`src/rtl/key_mode_ctrl.sv`:
```
// Debounces two active-low keys into MODE/SPEED/PAUSE controls for the breathing-LED stage.
// Optional macro LONG_PRESS_EN enables long-press detection (HELD state, PAUSE, both-keys clear).
module key_mode_ctrl #(
    parameter int unsigned CLOCK_FRQ     = 50000000,
    parameter int unsigned DEBOUNCE_MS   = 20,
    parameter int unsigned LONG_PRESS_MS = 1000
) (
    input  logic       CLK,
    input  logic       RST,
    input  logic [1:0] KEY,
    output logic [1:0] MODE,
    output logic [2:0] SPEED,
    output logic       PAUSE,
    output logic       KEY_EVT
);

    localparam int unsigned DB_CYC = (CLOCK_FRQ / 1000) * DEBOUNCE_MS;
    localparam int unsigned DB_W   = (DB_CYC > 1) ? $clog2(DB_CYC) : 1;
    localparam logic [DB_W-1:0] DB_LAST = DB_W'(DB_CYC - 1);

`ifdef LONG_PRESS_EN
    localparam int unsigned LP_CYC = (CLOCK_FRQ / 1000) * LONG_PRESS_MS;
    localparam int unsigned LP_W   = (LP_CYC > 1) ? $clog2(LP_CYC) : 1;
    localparam logic [LP_W-1:0] LP_LAST = LP_W'(LP_CYC - 1);
`endif

    typedef enum logic [1:0] {
        IDLE    = 2'd0,
        PRESSED = 2'd1,
        HELD    = 2'd2
    } state_t;

    logic [1:0]      sync1;
    logic [1:0]      sync2;
    logic [1:0]      deb;
    logic [DB_W-1:0] db_cnt [2];
    state_t          st [2];
    logic [1:0]      short_c;

`ifdef LONG_PRESS_EN
    logic [LP_W-1:0] hold_cnt [2];
    logic [1:0]      long_c;
    logic            clear_all_c;
`endif

    // Two-flop synchroniser and per-key debounce counter
    always_ff @(posedge CLK) begin
        if (RST) begin
            sync1 <= 2'b11;
            sync2 <= 2'b11;
            deb   <= 2'b11;
            for (int i = 0; i < 2; i++) begin
                db_cnt[i] <= '0;
            end
        end else begin
            sync1 <= KEY;
            sync2 <= sync1;
            for (int i = 0; i < 2; i++) begin
                if (sync2[i] == deb[i]) begin
                    db_cnt[i] <= '0;
                end else if (db_cnt[i] == DB_LAST) begin
                    deb[i]    <= sync2[i];
                    db_cnt[i] <= '0;
                end else begin
                    db_cnt[i] <= db_cnt[i] + DB_W'(1);
                end
            end
        end
    end

    // Press events decoded from the current state and debounced level
    always_comb begin
        short_c = 2'b00;
`ifdef LONG_PRESS_EN
        long_c  = 2'b00;
        for (int i = 0; i < 2; i++) begin
            if (st[i] == PRESSED) begin
                if (deb[i]) begin
                    short_c[i] = 1'b1;
                end else if (hold_cnt[i] == LP_LAST) begin
                    long_c[i] = 1'b1;
                end
            end
        end
        // Second key reaching HELD while the other is already (or simultaneously) HELD
        clear_all_c = (long_c[0] && (long_c[1] || st[1] == HELD)) ||
                      (long_c[1] && st[0] == HELD);
`else
        for (int i = 0; i < 2; i++) begin
            if (st[i] == IDLE && !deb[i]) begin
                short_c[i] = 1'b1;
            end
        end
`endif
    end

    // Per-key press FSM
    always_ff @(posedge CLK) begin
        if (RST) begin
            for (int i = 0; i < 2; i++) begin
                st[i] <= IDLE;
`ifdef LONG_PRESS_EN
                hold_cnt[i] <= '0;
`endif
            end
        end else begin
            for (int i = 0; i < 2; i++) begin
                case (st[i])
                    IDLE: begin
                        if (!deb[i]) begin
                            st[i] <= PRESSED;
`ifdef LONG_PRESS_EN
                            hold_cnt[i] <= '0;
`endif
                        end
                    end
                    PRESSED: begin
`ifdef LONG_PRESS_EN
                        if (deb[i]) begin
                            st[i] <= IDLE;
                        end else if (hold_cnt[i] == LP_LAST) begin
                            st[i] <= HELD;
                        end else begin
                            hold_cnt[i] <= hold_cnt[i] + LP_W'(1);
                        end
`else
                        if (deb[i]) begin
                            st[i] <= IDLE;
                        end
`endif
                    end
                    HELD: begin
                        if (deb[i]) begin
                            st[i] <= IDLE;
                        end
                    end
                    default: st[i] <= IDLE;
                endcase
            end
        end
    end

    // Registered actions, one cycle after the FSM event
    always_ff @(posedge CLK) begin
        if (RST) begin
            MODE    <= 2'd0;
            SPEED   <= 3'd0;
            PAUSE   <= 1'b0;
            KEY_EVT <= 1'b0;
        end else begin
            if (short_c[0]) begin
                MODE <= MODE + 2'd1;
            end
            if (short_c[1]) begin
                SPEED <= SPEED + 3'd1;
            end
`ifdef LONG_PRESS_EN
            KEY_EVT <= (|short_c) | (|long_c);
            if (clear_all_c) begin
                MODE  <= 2'd0;
                SPEED <= 3'd0;
                PAUSE <= 1'b0;
            end else begin
                if (long_c[0]) begin
                    PAUSE <= ~PAUSE;
                end
                if (long_c[1]) begin
                    SPEED <= 3'd0;
                end
            end
`else
            KEY_EVT <= |short_c;
            PAUSE   <= 1'b0;
`endif
        end
    end

endmodule
```
`config.mk`:
```
export PLATFORM = sky130hd
export DESIGN_NAME = key_mode_ctrl
export DESIGN_NICKNAME = d
export VERILOG_FILES = /design/src/rtl/key_mode_ctrl.sv
export SDC_FILE = /design/constraint.sdc
export NUM_CORES = 1
export LEC_CHECK = 0
export ABC_AREA = 1
export CORE_ASPECT_RATIO = 0.8
export CORE_UTILIZATION = 55
export CTS_BUF_LIST = sky130_fd_sc_hd__clkbuf_8 sky130_fd_sc_hd__clkbuf_16
export DETAILED_ROUTE_END_ITERATION = 8
export PLACE_DENSITY = 0.76
export SLEW_MARGIN = 0
export SYNTH_ARGS = -nofsm -noshare
export SYNTH_HDL_FRONTEND = slang
export SYNTH_SLANG_ARGS = --single-unit
```
`constraint.sdc`:
```
create_clock -name CLK -period 1.8 [get_ports CLK]
set_clock_uncertainty 0.2 [all_clocks]
set_input_delay 0.27 -clock CLK [delete_from_list [all_inputs] [get_ports CLK]]
set_output_delay 0.27 -clock CLK [all_outputs]
set_load 0.02 [all_outputs]
```
==> results of run 1 <==
-- layout make-up --
type,count,area [um^2],share of cell area
Sequential cell,54,1490,0.394
Multi-Input combinational cell,320,1660,0.438
Clock buffer,6,93.8,0.0248
Tap cell,62,77.6,0.0205
Inverter,30,113,0.0298
Timing Repair Buffer,39,338,0.0893
Clock inverter,2,12.5,0.00331
-- what timing repair did --
action | CTS | global route
cloned | 0 | 3
pin swaps | 0 | 9
setup buffers | 0 | 8
endpoints found under the setup margin | 5 | 43
gates resized for setup | 5 | 25
-- cell usage after synthesis (3+ instances only) --
master	n
nand2_1	88
nor2_1	85
edfxtp_1	41
inv_1	30
nand3_1	23
xor2_1	16
dfxtp_1	13
a21oi_1	11
nor2_2	11
xnor2_1	8
nand4_1	6
nand3_2	5
or2_2	4
ha_1	3
-- flip-flops by register name, indices dropped and copies added (netlist names) --
| signal | flops |
|---|---|
| db_cnt | 40 |
| SPEED | 3 |
| MODE | 2 |
| deb | 2 |
| st | 2 |
| sync1 | 2 |
| sync2 | 2 |
| KEY_EVT | 1 |
-- layout by cell type (no fill, tap or decap), types with 6 or more instances in the layout --
cell and n:
nand3_1 21, a21oi_1 11, nor2_2 17, nand4_1 6
nor2_1 77, buf_4 28, dfxtp_1 13, xor2_1 16
inv_1 30, xnor2_1 8, edfxtp_1 41, conb_1 41
nand2_1 86
-- worst max-delay path by stage --
stage	from	end	slack, ps	cells after the start
final	db_cnt[0][0]$_SDFFCE_PN0P_	db_cnt[0][16]$_SDFFCE_PN0P_	-7	8
after global routing	db_cnt[1][1]$_SDFFCE_PN0P_	db_cnt[1][14]$_SDFFCE_PN0P_	-50	7
after CTS	db_cnt[1][0]$_SDFFCE_PN0P_	db_cnt[1][12]$_SDFFCE_PN0P_	20	7
after detailed placement	RST	db_cnt[0][12]$_SDFFCE_PN0P_	-6	6
after global placement	RST	db_cnt[0][19]$_SDFFCE_PN0P_	50	6
after floorplan	db_cnt[0][0]$_SDFFCE_PN0P_	db_cnt[0][0]$_SDFFCE_PN0P_	10	7
-- report_power, final --
| part | internal (mW) | switching, mW |
|---|---|---|
| clock network | 0.357 | 0.404 |
| registers | 1.38 | 0.0412 |
| logic | 0.0737 | 0.105 |
| total | 1.81 | 0.550 |
-- routing by layer --
metal	vias up	global-route usage	routed length [um]
met1	1150	0.325	3170
met2	88	0.337	2790
met4	0	0.0572	94
met3	9	0.0422	414
met5	-	0	0
li1	1307	-	-
-- cell families after synthesis --
logic type      count (synthesis)
xor+xnor                       24
other cells                     2
simple gates                  234
compound gates                 15
fa+ha+maj                       3
buf+inv                        34
flops                          54
==> qor.yml, run 1 <==
status: "finished with violations"
violations: "setup timing"
power_density_mw_per_mm2: 624
finalNetCount: 457
path_buf_inv: 1
synth_compound_area_frac: 0.0273
synth_top_area_cell: "edfxtp_1"
rsz0062_at_grt: "yes"
cp.required_ps: 1680
postRouteWirelength_um: 6470
globalplace.congestion: 0.914
antenna_cells: 0
io_buffers: 9
clkSinkCount: 54
area_growth_pct: 25.2
rr_startpoint: "db_cnt[0][0]$_SDFFCE_PN0P_"
io_pins: 11
synth_flop_cell: "edfxtp_1"
reg2regPathDepth: 8
synth.avg_cell_area_um2: 8.26
min_from: "sync1[1]$_SDFF_PP1_"
avgViaCountPerCell: 4.98
crit-reg2reg-capture: "db_cnt[0][16]$_SDFFCE_PN0P_"
worstPathCellList: "ha_2 -> nand3_4 -> nor2_1 -> nand3_1 -> nor2_1 -> nor2_1 -> nand2_1 -> inv_1"
synth_xor_area_frac: 0.0695
gr-total-overflow: 0
setup_viol: 1
max_cap_viol_count: 0
cp_data_arrival_time_ps: 1690
num_vias: 2554
layout-drive-gt1-share: 0.180
clk_pin_slew_worst_paths_ps: 100
tns_ps: -7.18
grt_max_degree: 20
slew_headroom: 0.571
drc: 0
synth_top_area_frac: 0.407
hold_end: "sync2[1]$_SDFF_PP1_"
finalNonFillerCells: 513
clock.fmax_mhz: 553
dp_slack_ps: -5.99
rrSetupSlack_ps: -7
max_stage_delay_ps: 390
synth_fa_ha_area_frac: 0.0124
ys_ff_latch: 54
start_kind: "register"
drt_iter0_markers: 177
cts-root-buf: "clkbuf_8"
fin_crit_ps: 1810
slew_viol_final: 0
die_area_mm2: 0.00580
fp-row-count: 23
final_core_util: 0.735
holdWs_ps: 216
htree_num_levels: 2
synth_async_sr_flop_share: 0
vdd_ir_drop_max_mv: 0.588
ctsHoldBuffers: 0
grt_pass1_wl_um: 9740
crit_family: "simple AND/OR/NAND/NOR gates"
antenna_found_initial: 0
synth_cell_types: 30
path_class: "register to register"
start_util: 0.587
core_mm2: 0.00515
post-dp-hpwl_um: 4490
die_w_um: 84.9
post-place-cells: 494
synth_top_family_by_area: "simple AND/OR/NAND/NOR gates"
synth.mux.area_fraction: 0
grt_pass1_vias: 2135
cpMostUsedCell: "nor2_1"
finalHoldViolCount: 0
finalCritPeriodShare: 1.00
yosysWarnings: 0
critPathCaptureType: "register"
cp_slowest_cell: "edfxtp_1"
hp-class: "register to register"
cts_buffer_depth: 2
synth_area_leaders: "edfxtp_1 (41%), nand2_1 (11%), nor2_1 (11%)"
firstDrtPassIters: 4
synth_edf_count: 41
placed_cell_area_mm2: 0.00347
worst_pin_slew_ps: 643
die_y_um: 68.3
fin_ws_ps: -7.18
netlist_area_mm2: 0.00302
power_mw: 2.36
final.fill_count: 395
synth_cells: 366
yosys.area_share.simple: 0.344
ys_seq_area_frac: 0.493
clk_latency_ps: 310
cts_inserted_buffers: 5
cts_tree: "built"
path_max_fanout: 5
design_area_mm2: 0.00378
whs_path_depth: 1
grtUsageTotal: 0.221
p_leak_nw: 1.54
wire_per_inst_um: 12.6
ant_nets: 0
No activity file was read; power rests on OpenSTA's default activity.
==> run 2, diff against run 1 <==
- CTS_CLUSTER_SIZE: unset -> 12
==> results of run 2 <==
Final layout, timing and power as in run 1 (identical DEF).
==> run 3, diff against run 2 <==
- ABC_AREA: 1 -> unset
- CORE_UTILIZATION: 55 -> 54
- MAX_ROUTING_LAYER: unset -> met4
- PLACE_DENSITY: 0.76 -> 0.75
==> qor.yml, run 3 <==
status: "finished with violations"
violations: "setup timing"
post-place-cells: 427  # -14%
die_area_mm2: 0.00535  # -7.8%
clk_pin_slew_worst_paths_ps: 100  # about the same
ys_seq_area_frac: 0.546  # +0.0529
wl_met3_um: 448  # +8.2%
grt_max_degree: 20  # unchanged
synth_compound_area_frac: 0.0765  # +0.0492
htree_num_levels: 2  # unchanged
hp-class: "register to register"
reg2regPathDepth: 5  # -3
wl_met2_um: 3490  # +25%
fin_ws_ps: -569  # -561 ps
synth_top_family_by_area: "simple AND/OR/NAND/NOR gates"
netlist_area_mm2: 0.00273  # -9.7%
synthTopCellsByCount: "nor2_1 (43), edfxtp_1 (41), xnor2_1 (16)"
die_y_um: 65.6  # -4.0%
globalplace.congestion: 0.824  # -9.9%
largest_reg_flops: 40  # unchanged
firstDrtPassIters: 4  # unchanged
finalNonFillerCells: 448  # -13%
wl_met1_um: 2970  # -6.4%
power_density_mw_per_mm2: 585  # -6.3%
postRouteWirelength_um: 7030  # +8.6%
fp-row-count: 22  # -4.3%
layout-drive-gt1-share: 0.332  # +0.153
switching_share: 0.239  # +0.00652
final_cell_mix: "buf_4 (69), conb_1 (41), edfxtp_1 (41), nor2_1 (30), xnor2_1 (16)"
comb_power_share: 0.102  # +0.026
drc: 0  # unchanged
path_buf_inv: 1  # unchanged
cts-root-buf: "clkbuf_8"
ant_nets: 0  # unchanged
rsz0062_at_grt: "yes"
seqPwrFrac: 0.610  # +0.008
synth_flop_cell: "edfxtp_1"
clk_latency_ps: 310  # about the same
clkSinkCount: 54  # unchanged
yosysMostFrequentCell: "nor2_1"
cp_slowest_cell: "or4_4"
whs_path_depth: 1  # unchanged
antenna_found_initial: 0  # unchanged
grt_pass1_vias: 2442  # +14%
io_buffers: 9  # unchanged
worstPathCellList: "or4_4 -> or4_4 -> o21ai_4 -> buf_12 -> a21oi_1"
crit_family: "simple AND/OR/NAND/NOR gates"
cts_inserted_buffers: 5  # unchanged
synth_area_leaders: "edfxtp_1 (45%), dfxtp_1 (9.5%), nor2_1 (5.9%)"
synth_top_area_frac: 0.451  # +0.0437
cts_buffer_depth: 2  # unchanged
crit_cells: 5  # -3
p_int_mw: 1.76  # -2.7%
yosys.area_share.simple: 0.232  # -0.111
grtUsageTotal: 0.291  # +0.0700
synth_async_sr_flop_share: 0  # unchanged
grt_pass1_wl_um: 11100  # +14%
yosysWarnings: 0  # unchanged
cp.required_ps: 1650  # -30 ps
p_leak_nw: 1.56  # +0.84%
post-dp-hpwl_um: 4440  # -1.2%
finalCritPeriodShare: 1.32  # +0.312
vdd_ir_drop_max_mv: 0.495  # -16%
p_sw_mw: 0.555  # +0.83%
core_mm2: 0.00471  # -8.6%
synth_fa_ha_area_frac: 0.0137  # +0.00133
synth.avg_cell_area_um2: 10.3  # +25%
antenna_cells: 0  # unchanged
num_vias: 2417  # -5.4%
max_cap_viol_count: 0  # unchanged
fin_crit_ps: 2370  # +561 ps
synth_top_area_cell: "edfxtp_1"
synth_edf_count: 41  # unchanged
slew_viol_final: 0  # unchanged
synth_cells: 265  # -28%
io_pins: 11  # unchanged
p_clk_frac: 0.288  # -0.034
gr-total-overflow: 0  # unchanged
setup_viol: 41  # +40
clock.fmax_mhz: 422  # -24%
synth_xor_area_frac: 0.0962  # +0.0267
cpMostUsedCell: "or4_4"
topRoutingLayerUsed: "met4"
ctsHoldBuffers: 0  # unchanged
area_growth_pct: 45.1
wire_per_inst_um: 15.7  # +24%
top_regs: "db_cnt x40, SPEED x3"
die_w_um: 81.5  # -4.0%
start_kind: "register"
ys_ff_latch: 54  # unchanged
drt_iter0_markers: 135  # -24%
design_area_mm2: 0.00396  # +4.7%
synth_cell_types: 40  # +33%
layout_commonest_cell: "buf_4"
path_class: "register to register"
avgViaCountPerCell: 5.40  # +8.4%
synth.mux.area_fraction: 0  # unchanged
placed_cell_area_mm2: 0.00354  # +2.1%
top_register: "db_cnt"
cts_tree: "built"
finalHoldViolCount: 0  # unchanged
path_max_fanout: 19  # +14
cp_data_arrival_time_ps: 2220  # +530 ps
start_util: 0.580  # -0.00682
finalNetCount: 394  # -14%
max_stage_delay_ps: 550  # +160 ps
critPathCaptureType: "register"
==> run 3: final cells by class <==
type	instances	area, um^2
Multi-Input combinational cell	229	1530
Sequential cell	54	1490
Fill cell	252	747
Timing Repair Buffer	85	737
Tap cell	60	75.1
Clock buffer	5	68.8
Inverter	12	45.0
Clock inverter	3	13.8
==> run 3: worst paths after layout <==
check	start	end	slack, ps
max	db_cnt[0][15]$_SDFFCE_PN0P_	db_cnt[0][18]$_SDFFCE_PN0P_	-570
min	sync1[1]$_SDFF_PP1_	sync2[1]$_SDFF_PP1_	230
max reg2reg	db_cnt[0][15]$_SDFFCE_PN0P_	db_cnt[0][18]$_SDFFCE_PN0P_	-570
min reg2reg	sync1[1]$_SDFF_PP1_	sync2[1]$_SDFF_PP1_	230
==> run 3: stage by stage <==
stage               hold slack (ps)  setup TNS (ps)  power, mW  worst slack, ps   util
finish                          227          -15230       2.32             -569  0.841
global route                    245          -17620       2.39             -660  0.841
CTS                             223          -13860       2.29             -562  0.826
detailed placement              196          -12360       1.62             -566  0.753
global placement                197          -10650       1.61             -501  0.753
floorplan                       174          -10200       1.53             -449      -
==> run 3: kinds of logic (layout without fill, tap and decap cells) <==
family,after synthesis,count (layout)
DFF,54,54
other,2,41
buffers and inverters,21,105
xor gates and xnor gates,30,30
AOI/OAI and AO/OA,35,35
and+or+nand+nor,120,120
adders and majority gates,3,3
==> run 3: what timing repair did <==
action | CTS | global route
pin swaps | 12 | 5
setup buffers | 12 | 3
hold endpoints to repair | 0 | 0
gates cloned | 1 | 0
resized for setup | 31 | 20
endpoints found under the setup margin | 41 | 45
==> run 3: layer usage <==
layer / global-route usage / vias to the layer above
met5: - / -
met4: 0.0960 / 0
met3: 0.0569 / 15
met2: 0.480 / 78
met1: 0.358 / 1168
li1: - / 1156
==> run 3: power groups by stage <==
stage	Sequential (mW)	Clock [mW]	Combinational (mW)
after floorplan	1.44	0	0.0850
after global placement	1.44	0	0.175
after detailed placement	1.44	0	0.181
after CTS	1.41	0.667	0.217
after global routing	1.42	0.719	0.257
final	1.41	0.667	0.236
